**config.mk**
```make
export PLATFORM = sky130hd
export DESIGN_NAME = argmax_sequencer
export DESIGN_NICKNAME = d
export VERILOG_FILES = /design/src/rtl/nn_pkg.sv /design/src/rtl/argmax_tracker.sv /design/src/rtl/argmax_sequencer.sv
export SDC_FILE = /design/constraint.sdc
export NUM_CORES = 1
export LEC_CHECK = 0
export ABC_AREA = 1
export BUFFER_PORTS_ARGS = -buffer_cell sky130_fd_sc_hd__buf_2
export CORE_AREA = 2 2 187 189
export DETAILED_ROUTE_END_ITERATION = 8
export DIE_AREA = 0 0 189 191
export MAX_ROUTING_LAYER = met4
export PLACE_DENSITY = 0.79
export SYNTH_ARGS = -nofsm -noshare
export SYNTH_HDL_FRONTEND = slang
export SYNTH_SLANG_ARGS = --single-unit
```
**constraint.sdc**
```tcl
create_clock -name clk -period 2.3 [get_ports clk]
set_clock_uncertainty 0.15 [all_clocks]
set_input_delay 0.115 -clock clk [delete_from_list [all_inputs] [get_ports clk]]
set_output_delay 0.115 -clock clk [all_outputs]
set_load 0.02 [all_outputs]
```
**src/rtl/nn_pkg.sv**
```systemverilog
`default_nettype none
// ============================================================================
// Module      : nn_pkg
// Description : Shared constants and state type for the classifier back end.
// Revision    : 1.0 - initial release
// ============================================================================
package nn_pkg;

    localparam int NUM_ROWS  = 10;
    localparam int ROW_SEL_W = 4;
    localparam int RESULT_W  = 32;

    localparam logic [ROW_SEL_W-1:0] NO_DIGIT = 4'hF;

    typedef enum logic [1:0] {
        ST_IDLE  = 2'd0,
        ST_ISSUE = 2'd1,
        ST_WAIT  = 2'd2,
        ST_DONE  = 2'd3
    } argmax_state_t;

endpackage
`default_nettype wire

```
**src/rtl/argmax_tracker.sv**
```systemverilog
`default_nettype none
// ============================================================================
// Module      : argmax_tracker
// Description : Running signed maximum with index; ties keep the earlier index.
// Revision    : 1.0 - initial release
// ============================================================================
module argmax_tracker
    import nn_pkg::*;
#(
    parameter int IDX_W = ROW_SEL_W,
    parameter int VAL_W = RESULT_W
) (
    input  logic                    clk,
    input  logic                    n_rst,
    input  logic                    i_clear,
    input  logic                    i_update,
    input  logic [IDX_W-1:0]        i_idx,
    input  logic signed [VAL_W-1:0] i_value,
    output logic [IDX_W-1:0]        o_best_idx,
    output logic signed [VAL_W-1:0] o_best_val,
    output logic                    o_has_best
);

    logic                    r_has_best;
    logic [IDX_W-1:0]        r_best_idx;
    logic signed [VAL_W-1:0] r_best_val;
    logic                    w_take;

    // Strict greater-than: an equal later score never displaces the earlier row
    assign w_take = i_update && (!r_has_best || (i_value > r_best_val));

    always_ff @(posedge clk or negedge n_rst) begin
        if (!n_rst) begin
            r_has_best <= 1'b0;
            r_best_idx <= '0;
            r_best_val <= '0;
        end else if (i_clear) begin
            r_has_best <= 1'b0;
            r_best_idx <= '0;
            r_best_val <= '0;
        end else if (w_take) begin
            r_has_best <= 1'b1;
            r_best_idx <= i_idx;
            r_best_val <= i_value;
        end
    end

    assign o_best_idx = r_best_idx;
    assign o_best_val = r_best_val;
    assign o_has_best = r_has_best;

endmodule
`default_nettype wire

```
**src/rtl/argmax_sequencer.sv**
```systemverilog
`default_nettype none
// ============================================================================
// Module      : argmax_sequencer
// Description : Sequences multiplier rows, stores scores, reports argmax digit.
// Revision    : 1.0 - initial release
// ============================================================================
module argmax_sequencer #(
    parameter int NUM_ROWS = nn_pkg::NUM_ROWS,
    parameter int RESULT_W = nn_pkg::RESULT_W
) (
    input  logic                          clk,
    input  logic                          n_rst,
    input  logic                          start,
    output logic                          begin_mult,
    output logic [nn_pkg::ROW_SEL_W-1:0]  row_select,
    input  logic                          done_row,
    input  logic                          w_result_ena,
    input  logic [RESULT_W-1:0]           row_result,
    input  logic                          overflow,
    input  logic [nn_pkg::ROW_SEL_W-1:0]  score_sel,
    output logic [RESULT_W-1:0]           score_out,
    output logic                          busy,
    output logic [nn_pkg::ROW_SEL_W-1:0]  digit,
    output logic                          digit_valid,
    output logic [RESULT_W-1:0]           max_value,
    output logic [NUM_ROWS-1:0]           ovf_mask
);
    import nn_pkg::*;

    localparam logic [ROW_SEL_W-1:0] c_LAST_ROW = ROW_SEL_W'(NUM_ROWS - 1);

    argmax_state_t               r_state;
    argmax_state_t               w_state_next;
    logic [ROW_SEL_W-1:0]        r_row_select;
    logic [NUM_ROWS-1:0]         r_ovf_mask;
    logic [RESULT_W-1:0]         r_scores [NUM_ROWS];
    logic [RESULT_W-1:0]         r_score_out;
    logic [RESULT_W-1:0]         r_max_value;
    logic [ROW_SEL_W-1:0]        r_digit;
    logic                        w_clear;
    logic                        w_row_done;
    logic                        w_row_valid;
    logic [ROW_SEL_W-1:0]        w_best_idx;
    logic signed [RESULT_W-1:0]  w_best_val;
    logic                        w_has_best;
    logic [ROW_SEL_W-1:0]        w_final_digit;
    logic [RESULT_W-1:0]         w_final_max;

    assign w_clear     = (r_state == ST_IDLE) && start;
    assign w_row_done  = (r_state == ST_WAIT) && done_row;
    assign w_row_valid = w_result_ena && !overflow;

    always_comb begin
        w_state_next = r_state;
        begin_mult   = 1'b0;
        busy         = 1'b1;
        digit_valid  = 1'b0;
        case (r_state)
            ST_IDLE: begin
                busy = 1'b0;
                if (start) w_state_next = ST_ISSUE;
            end
            ST_ISSUE: begin
                begin_mult   = 1'b1;
                w_state_next = ST_WAIT;
            end
            ST_WAIT: begin
                if (done_row)
                    w_state_next = (r_row_select == c_LAST_ROW) ? ST_DONE : ST_ISSUE;
            end
            ST_DONE: begin
                digit_valid  = 1'b1;
                w_state_next = ST_IDLE;
            end
            default: w_state_next = ST_IDLE;
        endcase
    end

    always_ff @(posedge clk or negedge n_rst) begin
        if (!n_rst) begin
            r_state      <= ST_IDLE;
            r_row_select <= '0;
            r_ovf_mask   <= '0;
            r_digit      <= NO_DIGIT;
            r_max_value  <= '0;
        end else begin
            r_state <= w_state_next;
            if (w_clear) begin
                r_row_select <= '0;
                r_ovf_mask   <= '0;
            end else if (w_row_done) begin
                if (!w_row_valid) r_ovf_mask[r_row_select] <= 1'b1;
                if (r_row_select != c_LAST_ROW) r_row_select <= r_row_select + 1'b1;
            end else if (r_state == ST_DONE) begin
                r_row_select <= '0;
                r_digit      <= w_final_digit;
                r_max_value  <= w_final_max;
            end
        end
    end

    // Invalid rows store zero so readback never exposes an overflowed value
    always_ff @(posedge clk or negedge n_rst) begin
        if (!n_rst) begin
            for (int i = 0; i < NUM_ROWS; i++) r_scores[i] <= '0;
            r_score_out <= '0;
        end else begin
            if (w_row_done) r_scores[r_row_select] <= w_row_valid ? row_result : '0;
            r_score_out <= (int'(score_sel) < NUM_ROWS) ? r_scores[score_sel] : '0;
        end
    end

    argmax_tracker #(
        .IDX_W (ROW_SEL_W),
        .VAL_W (RESULT_W)
    ) u_tracker (
        .clk        (clk),
        .n_rst      (n_rst),
        .i_clear    (w_clear),
        .i_update   (w_row_done && w_row_valid),
        .i_idx      (r_row_select),
        .i_value    ($signed(row_result)),
        .o_best_idx (w_best_idx),
        .o_best_val (w_best_val),
        .o_has_best (w_has_best)
    );

    assign w_final_digit = w_has_best ? w_best_idx : NO_DIGIT;
    assign w_final_max   = w_has_best ? w_best_val : '0;

    // Result is visible during the DONE pulse, then held in registers
    assign digit      = (r_state == ST_DONE) ? w_final_digit : r_digit;
    assign max_value  = (r_state == ST_DONE) ? w_final_max   : r_max_value;
    assign row_select = r_row_select;
    assign ovf_mask   = r_ovf_mask;
    assign score_out  = r_score_out;

endmodule
`default_nettype wire

```
==> results_dict.tcl <==
set metrics [dict create \
    run_status "finished with violations" \
    failed_checks "negative setup slack" \
    cts_buffers 45 \
    die_area_sq_um 36100 \
    yosysTopAreaCell "dfrtp_1" \
    ys_seq_elements 441 \
    worstHoldStart "score_sel[3]" \
    crit_path_start_kind "flop" \
    tritoncts "yes" \
    clock_latency_ps 560 \
    fin_crit_sh 1.03 \
    end_kind "flop" \
    path_cells "inv_2 -> ha_1 -> nand2_2 -> nor2_4 -> nand2_2 -> inv_1 -> nand2_1 -> nand2_1 -> nand2_1 -> nand2_1 -> nand2_1 -> nand2_1 -> nand2_2 -> nand2_4 -> buf_4 -> nand3_1 -> nand2_1" \
    ys_types 39 \
    viasPerCell 5.93 \
    ant_nets 0 \
    ys_seq_area_frac 0.536 \
    clk_pin_slew_ps 70 \
    start_util 0.603 \
    drv_slew 0 \
    critPathMaxFanout 9 \
    cts_root_buf "clkbuf_16" \
    grt_max_degree 121 \
    yosysTopAreaCellShare 0.531 \
    routed-via-count 17400 \
    final_cell_mix "436 x dfrtp_1, 404 x nand2_1, 328 x o21ai_0" \
    syn_area_sq_um 20600 \
    power_per_cell_area_nw_per_um2 868 \
    clock_sinks 441 \
    gp_congestion 0.901 \
    layout_setup_ws_ps -65.4 \
    rows 68 \
    path_common_cell "nand2_1" \
    ir_drop_mv 0.672 \
    fmax_ghz 0.423 \
    maxSlewHeadroom 0.459 \
    rsz0062_at_grt "yes" \
    fillCellCount 2349 \
    final_common_cell "dfrtp_1" \
    p_leak_nw 12.2 \
    htreeDepth 2 \
    grt_util_all_layers 0.315 \
    hpwl_um 33400 \
    grt_pass1_vias 17000 \
    critical_path_required_ps 2630 \
    die_y_um 191 \
    cts_buffer_depth 3 \
    wl_per_cell_um 19.3 \
    critical_path_class "reg -> reg" \
    die_w_um 189 \
    power_mw 21.3 \
    drt-total-wl_um 56600 \
    reg2reg_depth 17 \
    fp.coreArea_sq_um 34100 \
    antenna_cells 0 \
    pin_count 127 \
    first_pass_iters 7 \
    dp_slack_ps 25.2 \
    worstHoldPathCells 3 \
    finalNetCount 2517 \
    critPathMaxStageDelay_ps 370 \
    grt_overflow_total 0 \
    cp_slowest_cell "dfrtp_1" \
    first_iter_violations 1798 \
    utilization 0.719 \
    finalHoldViolations 0 \
    layout-drive-gt1-share 0.201 \
    avgSynthCellArea_sq_um 9.08 \
    antenna_found_initial 0 \
    r2r_end "u_tracker.o_best_idx[0]$_DFFE_PN0P_" \
    r2r_setup_slack_ps -70 \
    timing.hold.ws_ps 17.0 \
    hp-class "in -> reg" \
    worst_ep_arrival_time_ps 2700 \
    final_cells 2930 \
    hold_end "score_out[28]$_DFF_PN0_" \
    ys_top_cells_by_area "dfrtp_1 53%, o21ai_0 8.0%, nand2_1 7.5%, mux2_2 5.9%, inv_1 4.8%" \
    area_growth_pct 19.1 \
    r2r_start "u_tracker.o_best_val[12]$_DFFE_PN0P_" \
    syn_inst 2267 \
    worst_pin_slew_ps 809 \
    post-route-min-period_ps 2370 \
    synth_nets 2345 \
    drc 0 \
    dp_cells 2788 \
    yosysWarnings 0 \
    grt_pass1_wl_um 87900 \
    final-setup-viol-count 28 \
    io_buffers 126 \
    cap_violations 0 \
]
## power by group
part / internal [mW] / total (mW) / switching, mW
Clock: 4.32 / 7.36 / 3.04
Combinational: 1.62 / 4.55 / 2.93
Sequential: 8.88 / 9.37 / 0.490
## worst max path at each step
stage	slack, ps	end	start	cells past startpoint
after CTS	3	u_tracker.o_best_val[3]$_DFFE_PN0P_	u_tracker.o_best_val[31]$_DFFE_PN0P_	16
after floorplan	230	u_tracker.o_best_val[10]$_DFFE_PN0P_	u_tracker.o_best_val[31]$_DFFE_PN0P_	16
after detailed placement	30	u_tracker.o_best_val[29]$_DFFE_PN0P_	u_tracker.o_best_val[26]$_DFFE_PN0P_	16
final	-70	u_tracker.o_best_idx[0]$_DFFE_PN0P_	u_tracker.o_best_val[12]$_DFFE_PN0P_	17
after global placement	100	u_tracker.o_best_val[6]$_DFFE_PN0P_	u_tracker.o_best_val[31]$_DFFE_PN0P_	16
after global routing	-230	u_tracker.o_best_idx[0]$_DFFE_PN0P_	u_tracker.o_best_val[12]$_DFFE_PN0P_	18
## repair_timing
item | 4_1_cts | 5_1_grt
resized for setup | 1 | 67
endpoints found under the setup margin | 1 | 73
pin swaps | 0 | 17
endpoints found under the hold margin | 599 | 0
cloned | 0 | 5
setup buffers | 0 | 13
hold buffers | 42 | 0
## registers in the layout, summed over array words and instances, names as in the netlist
| register | count |
|---|---|
| r_scores | 320 |
| r_max_value | 32 |
| score_out | 32 |
| u_tracker.o_best_val | 32 |
| ovf_mask | 10 |
| r_digit | 4 |
| row_select | 4 |
| u_tracker.o_best_idx | 4 |
| r_state | 2 |
| u_tracker.o_has_best | 1 |
## cell families (layout without fill, tap and decap cells)
family / after synthesis / in the layout / synth area share
flip-flops: 441 / 441 / 0.536
adder cells (fa/ha/maj): 36 / 36 / 0.0219
AND/OR/NAND/NOR: 645 / 646 / 0.131
buffers and inverters: 413 / 620 / 0.0819
XOR/XNOR: 1 / 1 / 0.000425
AO/OA/AOI/OAI: 613 / 613 / 0.164
multiplexers: 118 / 118 / 0.0645
## metrics by stage
stage               instance area, sq um  setup TNS (ps)
floorplan                          20600               0
global placement                   22100               0
detailed placement                 22100               0
CTS                                24000               0
global route                       24500           -6650
finish                             24500            -693
## critical path, delay by kind of cell, from the launching register on
family	cells	cell delay [ps]
buffers and inverters	3	330
flip-flops	1	370
AND/OR/NAND/NOR	13	1130
adder cells (fa/ha/maj)	1	300
## per-layer routing
layer,track usage,routed length (um),up-vias
met1,0.404,22600,8458
met2,0.511,27600,891
met3,0.0457,4550,156
li1,-,-,7879
met4,0.123,1860,0
met5,-,0,-
## area by class of cell
type | instances | area, sq um | area share
flip-flops and latches | 441 | 11000 | 0.450
clock inverters | 17 | 183 | 0.00745
repair buffers | 271 | 2200 | 0.0896
clock buffers | 66 | 1320 | 0.0536
inverters | 266 | 998 | 0.0407
well taps | 455 | 569 | 0.0232
multi-input cells | 1414 | 8210 | 0.335
## cells in the mapped netlist, drive strengths merged
master	n
o21ai	347
nor4	5
dfrtp	437
a21oi	155
o2111ai	10
nand3	114
nand4	2
clkbuf	81
ha	36
nor3	10
a31oi	4
nand2	417
o21a	1
o31ai	77
clkinv	2
mux2	118
o22a	1
buf	66
o211ai	10
dfstp	4
nor2	97
a32o	7
a21o	1
inv	264
xor2	1
No activity file was read; power rests on OpenSTA's default activity.
